## src/rtl/peripheral_bus_bridge_pkg.sv

```systemverilog
// Shared types and address-map constants for the peripheral bus bridge.
package peripheral_bridge_pkg;

    typedef enum logic [1:0] {
        IDLE     = 2'd0,
        ACCESS   = 2'd1,
        MEM_WAIT = 2'd2,
        RESP     = 2'd3
    } bridge_state_t;

    typedef enum logic [1:0] {
        TGT_REG = 2'd0,
        TGT_MEM = 2'd1,
        TGT_ERR = 2'd2
    } target_t;

    // Byte-address map: registers at the bottom, memory window above,
    // everything from MAP_END upwards is unmapped.
    localparam logic [31:0] REG_BASE = 32'h0000_0000;
    localparam logic [31:0] MEM_BASE = 32'h0000_0800;
    localparam logic [31:0] MAP_END  = 32'h0000_0C00;

endpackage

```

## src/rtl/peripheral_bus_bridge_if.sv

```systemverilog
// Request/response channel between the bus master and the bridge.
interface peripheral_bus_bridge_if #(
    parameter int ADDRWIDTH = 12
);
    logic                 req_valid;
    logic                 req_ready;
    logic                 req_write;
    logic [ADDRWIDTH-1:0] req_addr;
    logic [31:0]          req_wdata;
    logic                 resp_valid;
    logic                 resp_ready;
    logic [31:0]          resp_rdata;
    logic                 resp_err;

    modport master (
        output req_valid, req_write, req_addr, req_wdata, resp_ready,
        input  req_ready, resp_valid, resp_rdata, resp_err
    );

    modport slave (
        input  req_valid, req_write, req_addr, req_wdata, resp_ready,
        output req_ready, resp_valid, resp_rdata, resp_err
    );
endinterface

```

## src/rtl/peripheral_bus_bridge_addr_decode.sv

```systemverilog
// Combinational address decoder: byte address -> target, register index,
// memory word. Build option PERIPH_BRIDGE_STRICT_ALIGN_EN turns any
// non-word-aligned address into an error; otherwise addr[1:0] is ignored.
module peripheral_addr_decode
    import peripheral_bridge_pkg::*;
#(
    parameter int REGS      = 3,
    parameter int ADDRWIDTH = 12,
    parameter int MEMDEPTH  = 256,
    parameter int IDXW      = (REGS > 1) ? $clog2(REGS) : 1
)(
    input  logic [ADDRWIDTH-1:0] addr,
    output target_t              target,
    output logic [IDXW-1:0]      reg_idx,
    output logic [7:0]           mem_word
);
    localparam logic [31:0] MEM_END = MEM_BASE + 32'(MEMDEPTH * 4);

    logic [31:0] addr_ext;
    logic [8:0]  full_idx;
    logic        misaligned;

    // Region lookup, index extraction and range check in one pass.
    always_comb begin
        // NOTE: every always_comb output gets a default first so no path leaves it unassigned (which would infer a latch).
        target   = TGT_ERR;
        addr_ext = 32'(addr);
        full_idx = 9'((addr_ext - REG_BASE) >> 2);
        mem_word = 8'((addr_ext - MEM_BASE) >> 2);
        reg_idx  = full_idx[IDXW-1:0];
`ifdef PERIPH_BRIDGE_STRICT_ALIGN_EN
        misaligned = (addr_ext[1:0] != 2'b00);
`else
        misaligned = 1'b0;
`endif
        if (misaligned) begin
            target = TGT_ERR;
        end else if (addr_ext < MEM_BASE) begin
            target = ({23'b0, full_idx} < 32'(REGS)) ? TGT_REG : TGT_ERR;
        end else if ((addr_ext < MEM_END) && (addr_ext < MAP_END)) begin
            target = TGT_MEM;
        end
    end
endmodule

```

## src/rtl/peripheral_bus_bridge.sv

```systemverilog
// Bus-slave front end for the peripheral core: accepts one word request at
// a time, issues one-cycle register/memory strobes and returns a response.
// Build option PERIPH_BRIDGE_STRICT_ALIGN_EN (applied in the decoder) makes
// misaligned addresses return an error.
module peripheral_bus_bridge
    import peripheral_bridge_pkg::*;
#(
    parameter int REGS      = 3,
    parameter int ADDRWIDTH = 12,
    parameter int MEMDEPTH  = 256
)(
    input  logic                  clk,
    input  logic                  reset,
    peripheral_bus_bridge_if.slave bus,
    output logic [REGS-1:0]       reg_write_en,
    output logic [31:0]           reg_data_in,
    input  logic [REGS-1:0][31:0] reg_data_out,
    output logic                  mem_write_en,
    output logic [7:0]            mem_address,
    output logic [31:0]           mem_data_in,
    input  logic [31:0]           mem_data_out
);
    localparam int IDXW = (REGS > 1) ? $clog2(REGS) : 1;

    localparam logic [1:0] S_IDLE     = IDLE;
    localparam logic [1:0] S_ACCESS   = ACCESS;
    localparam logic [1:0] S_MEM_WAIT = MEM_WAIT;
    localparam logic [1:0] S_RESP     = RESP;

    logic [1:0]      state;
    logic            write_q;
    target_t         tgt_q;
    logic [IDXW-1:0] idx_q;
    logic            resp_valid_q;
    logic [31:0]     resp_rdata_q;
    logic            resp_err_q;

    target_t         dec_target;
    logic [IDXW-1:0] dec_idx;
    logic [7:0]      dec_word;

    peripheral_addr_decode #(
        .REGS      (REGS),
        .ADDRWIDTH (ADDRWIDTH),
        .MEMDEPTH  (MEMDEPTH),
        .IDXW      (IDXW)
    ) u_decode (
        .addr     (bus.req_addr),
        .target   (dec_target),
        .reg_idx  (dec_idx),
        .mem_word (dec_word)
    );

    // Ready only in IDLE and never while reset is held.
    assign bus.req_ready  = (state == S_IDLE) && reset;
    assign bus.resp_valid = resp_valid_q;
    assign bus.resp_rdata = resp_rdata_q;
    assign bus.resp_err   = resp_err_q;

    // Transaction FSM; strobes are loaded on acceptance so they are live
    // exactly for the ACCESS cycle, then fall back to their defaults.
    always_ff @(posedge clk or negedge reset) begin
        if (!reset) begin
            state        <= S_IDLE;
            write_q      <= 1'b0;
            tgt_q        <= TGT_ERR;
            idx_q        <= '0;
            resp_valid_q <= 1'b0;
            resp_rdata_q <= '0;
            resp_err_q   <= 1'b0;
            reg_write_en <= '0;
            reg_data_in  <= '0;
            mem_write_en <= 1'b0;
            mem_address  <= '0;
            mem_data_in  <= '0;
        end else begin
            // NOTE: non-blocking assignments throughout; the defaults below are overridden later in the same block only on the accept edge.
            reg_write_en <= '0;
            reg_data_in  <= '0;
            mem_write_en <= 1'b0;
            case (state)
                S_IDLE: begin
                    if (bus.req_valid) begin
                        write_q      <= bus.req_write;
                        tgt_q        <= dec_target;
                        idx_q        <= dec_idx;
                        resp_rdata_q <= '0;
                        if (dec_target == TGT_ERR) begin
                            resp_err_q   <= 1'b1;
                            resp_valid_q <= 1'b1;
                            state        <= S_RESP;
                        end else begin
                            resp_err_q <= 1'b0;
                            state      <= S_ACCESS;
                            if (dec_target == TGT_REG) begin
                                if (bus.req_write) begin
                                    reg_write_en <= REGS'(1) << dec_idx;
                                    reg_data_in  <= bus.req_wdata;
                                end
                            end else begin
                                mem_address <= dec_word;
                                if (bus.req_write) begin
                                    mem_write_en <= 1'b1;
                                    mem_data_in  <= bus.req_wdata;
                                end
                            end
                        end
                    end
                end
                S_ACCESS: begin
                    if ((tgt_q == TGT_MEM) && !write_q) begin
                        state <= S_MEM_WAIT;
                    end else begin
                        if ((tgt_q == TGT_REG) && !write_q) begin
                            resp_rdata_q <= reg_data_out[idx_q];
                        end
                        resp_valid_q <= 1'b1;
                        state        <= S_RESP;
                    end
                end
                S_MEM_WAIT: begin
                    resp_rdata_q <= mem_data_out;
                    resp_valid_q <= 1'b1;
                    state        <= S_RESP;
                end
                S_RESP: begin
                    if (bus.resp_ready) begin
                        resp_valid_q <= 1'b0;
                        state        <= S_IDLE;
                    end
                end
                default: state <= S_IDLE;
            endcase
        end
    end
endmodule

```

## src/flat_wrapper.sv

```systemverilog
// flat-port wrapper written by rule: the top's interface ports become plain ports
module peripheral_bus_bridge_flat import peripheral_bridge_pkg::*;
#(
    parameter int REGS      = 3,
    parameter int ADDRWIDTH = 12,
    parameter int MEMDEPTH  = 256
)
  (clk, reset, reg_write_en, reg_data_in, reg_data_out, mem_write_en, mem_address, mem_data_in, mem_data_out, bus_req_valid, bus_req_write, bus_req_addr, bus_req_wdata, bus_resp_ready, bus_req_ready, bus_resp_valid, bus_resp_rdata, bus_resp_err);
  peripheral_bus_bridge_if #(.ADDRWIDTH(ADDRWIDTH)) bus_i ();
  input  logic clk;
  input  logic reset;
  output logic [REGS-1:0] reg_write_en;
  output logic [31:0] reg_data_in;
  input  logic [REGS-1:0][31:0] reg_data_out;
  output logic mem_write_en;
  output logic [7:0] mem_address;
  output logic [31:0] mem_data_in;
  input  logic [31:0] mem_data_out;
  input wire logic [$bits(bus_i.req_valid)-1:0] bus_req_valid;
  input wire logic [$bits(bus_i.req_write)-1:0] bus_req_write;
  input wire logic [$bits(bus_i.req_addr)-1:0] bus_req_addr;
  input wire logic [$bits(bus_i.req_wdata)-1:0] bus_req_wdata;
  input wire logic [$bits(bus_i.resp_ready)-1:0] bus_resp_ready;
  output wire logic [$bits(bus_i.req_ready)-1:0] bus_req_ready;
  output wire logic [$bits(bus_i.resp_valid)-1:0] bus_resp_valid;
  output wire logic [$bits(bus_i.resp_rdata)-1:0] bus_resp_rdata;
  output wire logic [$bits(bus_i.resp_err)-1:0] bus_resp_err;
  assign bus_i.req_valid = bus_req_valid;
  assign bus_i.req_write = bus_req_write;
  assign bus_i.req_addr = bus_req_addr;
  assign bus_i.req_wdata = bus_req_wdata;
  assign bus_i.resp_ready = bus_resp_ready;
  assign bus_req_ready = bus_i.req_ready;
  assign bus_resp_valid = bus_i.resp_valid;
  assign bus_resp_rdata = bus_i.resp_rdata;
  assign bus_resp_err = bus_i.resp_err;
  peripheral_bus_bridge #(.REGS(REGS), .ADDRWIDTH(ADDRWIDTH), .MEMDEPTH(MEMDEPTH)) u_core (.clk(clk), .reset(reset), .bus(bus_i), .reg_write_en(reg_write_en), .reg_data_in(reg_data_in), .reg_data_out(reg_data_out), .mem_write_en(mem_write_en), .mem_address(mem_address), .mem_data_in(mem_data_in), .mem_data_out(mem_data_out));
endmodule
```

## config.mk

```make
export PLATFORM = sky130hd
export DESIGN_NAME = peripheral_bus_bridge_flat
export DESIGN_NICKNAME = d
export VERILOG_FILES = /design/src/rtl/peripheral_bus_bridge_pkg.sv /design/src/rtl/peripheral_bus_bridge_if.sv /design/src/rtl/peripheral_bus_bridge_addr_decode.sv /design/src/rtl/peripheral_bus_bridge.sv /design/src/flat_wrapper.sv
export SDC_FILE = /design/constraint.sdc
export NUM_CORES = 1
export LEC_CHECK = 0
export ABC_CLOCK_PERIOD_IN_PS = 2200
export CELL_PAD_IN_SITES_DETAIL_PLACEMENT = 0
export CELL_PAD_IN_SITES_GLOBAL_PLACEMENT = 2
export CORE_MARGIN = 1.5
export CORE_UTILIZATION = 23
export CTS_CLUSTER_SIZE = 40
export DETAILED_ROUTE_END_ITERATION = 8
export PLACE_DENSITY = 0.85
export SYNTH_ARGS = -nofsm -noshare
export SYNTH_HDL_FRONTEND = slang
export SYNTH_SLANG_ARGS = --single-unit
export TNS_END_PERCENT = 50
```

## constraint.sdc

```tcl
create_clock -name clk -period 2.2 [get_ports clk]
set_input_delay 0.22 -clock clk [delete_from_list [all_inputs] [get_ports clk]]
set_output_delay 0.22 -clock clk [all_outputs]
set_load 0.01 [all_outputs]
```

==> qor.csv <==
metric,value,unit
portBuffers,285,
stdcell_count,1019,
cpLargestDelayFamily,buffers and inverters,
rows,55,
cp.required,1.98,ns
finalSetupViolCount,0,
syn_nets,609,
grt_pass1_vias,4586,
clk_pin_slew,0.06,ns
post-route-period-util,95.5,%
final_nets,903,
core,22500,um2
fin_crit,2.10,ns
critical_path_depth,5,
crit_path_top_delay_cell,clkdlybuf4s50_1,
routed_wl,16800,um
ios,288,
max_slew_margin,50.6,%
antenna_found_initial,0,
r2r_setup_slack,0.25,ns
rr_endpoint,u_core.bus.resp_rdata[1]$_DFFE_PN0P_,
p_leak,4.03,nW
grt_overflow,0,
grtUsageTotal,14.5,%
viasPerCell,4.38,
die_area,23700,um2
cts_buffer_depth,2,
start_util,23.3,%
max_stage_delay,0.53,ns
crit_chain,"inv_2, ha_1, buf_4, and2_1, clkdlybuf4s50_1",
die_w,154,um
synth_area,5250,um2
grt_pass1_wl,26400,um
worst_slew_pin_slew,0.741,ns
num_vias,4459,
rsz0062_at_grt,no,
gp_congestion,0.743,
clk-insertion-delay-late,0.41,ns
dp_cells,986,
reg2reg_depth,7,
diodes,0,
wire_per_inst,16.5,um
status,"complete, no violations",
root_buffer,clkbuf_16,
drt_first_iter_violations,87,
maxSlewViolCount,0,
clock.fmax,476,MHz
cts_tree,done,
areaGrowthSynthToFinish,74.4,%
dpl.hpwl,12500,um
die_h,154,um
final_common_cell,clkdlybuf4s50_1,
worstHoldStart,bus_req_wdata[30],
yosysUniqueCellTypes,35,
yosysSeqAreaShare,55.8,%
whs_path_depth,2,
p_per_area,1200,nW/um2
grt_start_max_net_pins,118,
final_hold_viol_count,0,
arrival,1.88,ns
numCtsBuffers,17,
final_antenna_net_count,0,
max_cap_violations,0,
drive_gt1_share,13.4,%
r2r-start,u_core.state[0]$_DFFE_PN0P_,
crit_type,flop to output pin,
yosys_warnings,0,
cp_max_fo,8,
syn_inst,428,
dr.pass1.iters,4,
drc_errors,0,
syn_avg_cell_area,12.3,um2
clkSinkCount,117,
whs_endpoint,u_core.reg_data_in[30]$_DFF_PN0_,
ir_drop,695,uV
synth-seq-cells,117,
final_cell_mix,"clkdlybuf4s50_1, dfrtp_1, nand2_1",
finalSetupTns,0,ns
htreeDepth,4,
critPathBufInv,3,
cp-end-kind,output pin,
finClkSkew,0.0112,ns
start_kind,flop,
hold_class,input port to flop,
==> area by class of cell <==
cell class,instances,area (um2)
clock buffer,17,425
fill,2170,13400
sequential,117,2930
tap,285,357
timing repair buffer,302,3060
inverter,6,22.5
clock inverter,14,225
multi-input combinational,278,2130
==> sequential cells by signal, summed over array words and instances (netlist names) <==
signal	flops
u_core.bus.resp_err	1
u_core.bus.resp_rdata	32
u_core.bus.resp_valid	1
u_core.idx_q	2
u_core.mem_address	8
u_core.mem_data_in	32
u_core.mem_write_en	1
u_core.reg_data_in	32
u_core.reg_write_en	3
u_core.state	2
u_core.tgt_q	2
u_core.write_q	1
==> metrics by stage <==
step	util (%)	instance area, um2	hold slack, ns	worst slack, ns	total power, W
floorplan	-	5250	-0.0756	0.488	0.00563
global placement	37.7	8480	0.393	0.194	0.00794
detailed placement	37.7	8480	0.402	0.151	0.00801
CTS	40.6	9140	0.383	0.0290	0.0112
global route	40.6	9150	0.387	0.00585	0.0117
finish	40.6	9150	0.402	0.0985	0.0110
==> how the worst max path moves through the flow <==
stage | endpoint | from
6_report | bus_req_ready | u_core.state[0]$_DFFE_PN0P_
4_1_cts | bus_req_ready | u_core.state[0]$_DFFE_PN0P_
3_5_place_dp | u_core.bus.resp_rdata[1]$_DFFE_PN0P_ | u_core.state[0]$_DFFE_PN0P_
3_3_place_gp | u_core.reg_write_en[0]$_DFF_PN0_ | bus_req_addr[11]
5_1_grt | bus_req_ready | u_core.state[0]$_DFFE_PN0P_
2_1_floorplan | u_core.mem_data_in[0]$_DFFE_PN0P_ | u_core.state[0]$_DFFE_PN0P_
==> where the power goes <==
| group | switching [W] | leakage (nW) | internal, W | total [W] |
|---|---|---|---|---|
| clock | 0.00107 | 0.318 | 0.00202 | 0.00309 |
| sequential | 0.000383 | 1.54 | 0.00282 | 0.00321 |
| combinational | 0.00215 | 2.17 | 0.00253 | 0.00468 |
==> metal layers <==
layer,track usage [%],up-vias,routed length (um)
met3,5.41,16,1490
met5,0,-,0
met1,17.7,2110,7300
met2,23.3,224,7730
met4,5.64,0,284
li1,-,2109,-
==> Yosys cell counts <==
| library cell | count | area share, % |
|---|---|---|
| o31ai_1 | 2 | 0.29 |
| mux2i_1 | 33 | 6.3 |
| buf_2 | 6 | 0.57 |
| buf_4 | 4 | 0.57 |
| inv_1 | 6 | 0.43 |
| mux2_4 | 29 | 8.3 |
| nor2b_1 | 1 | 0.12 |
| o21ai_1 | 5 | 0.48 |
| a21oi_1 | 1 | 0.095 |
| and2_1 | 35 | 4.2 |
| buf_6 | 6 | 1.3 |
| ha_1 | 4 | 0.95 |
| nor2_1 | 31 | 2.2 |
| nor3b_2 | 1 | 0.24 |
| clkbuf_1 | 11 | 0.79 |
| dfstp_2 | 1 | 0.50 |
| a21bo_2 | 1 | 0.19 |
| nor3b_1 | 2 | 0.29 |
| nor4_1 | 2 | 0.24 |
| nor3_1 | 1 | 0.095 |
| o2111a_1 | 1 | 0.21 |
| mux2_2 | 15 | 3.2 |
| nand3_1 | 2 | 0.19 |
| nand2_1 | 38 | 2.7 |
| and3_1 | 2 | 0.24 |
| nand4b_1 | 1 | 0.17 |
| o21ai_0 | 28 | 2.7 |
| nand3_4 | 1 | 0.33 |
| a221oi_1 | 32 | 5.3 |
| nand3b_1 | 1 | 0.14 |
| o311a_1 | 1 | 0.19 |
| nand2b_1 | 4 | 0.48 |
| and3b_1 | 2 | 0.33 |
| a21o_1 | 2 | 0.29 |
| dfrtp_1 | 116 | 55 |
==> logic make-up after synthesis <==
logic type	synth area share, %
buffers and inverters	3.65
multiplexers	17.8
adder cells (fa/ha/maj)	0.954
flip-flops	55.8
AND/OR/NAND/NOR	12.0
AO/OA/AOI/OAI	9.76
==> what timing repair did <==
item / 4_1_cts / 5_1_grt
endpoints found under the hold margin: 116 / 0
setup endpoints to repair: 0 / 3
gates resized for setup: 0 / 1
buffers inserted: 0 / 1
hold buffers: 1 / 0
No activity file was read; power rests on OpenSTA's default activity.
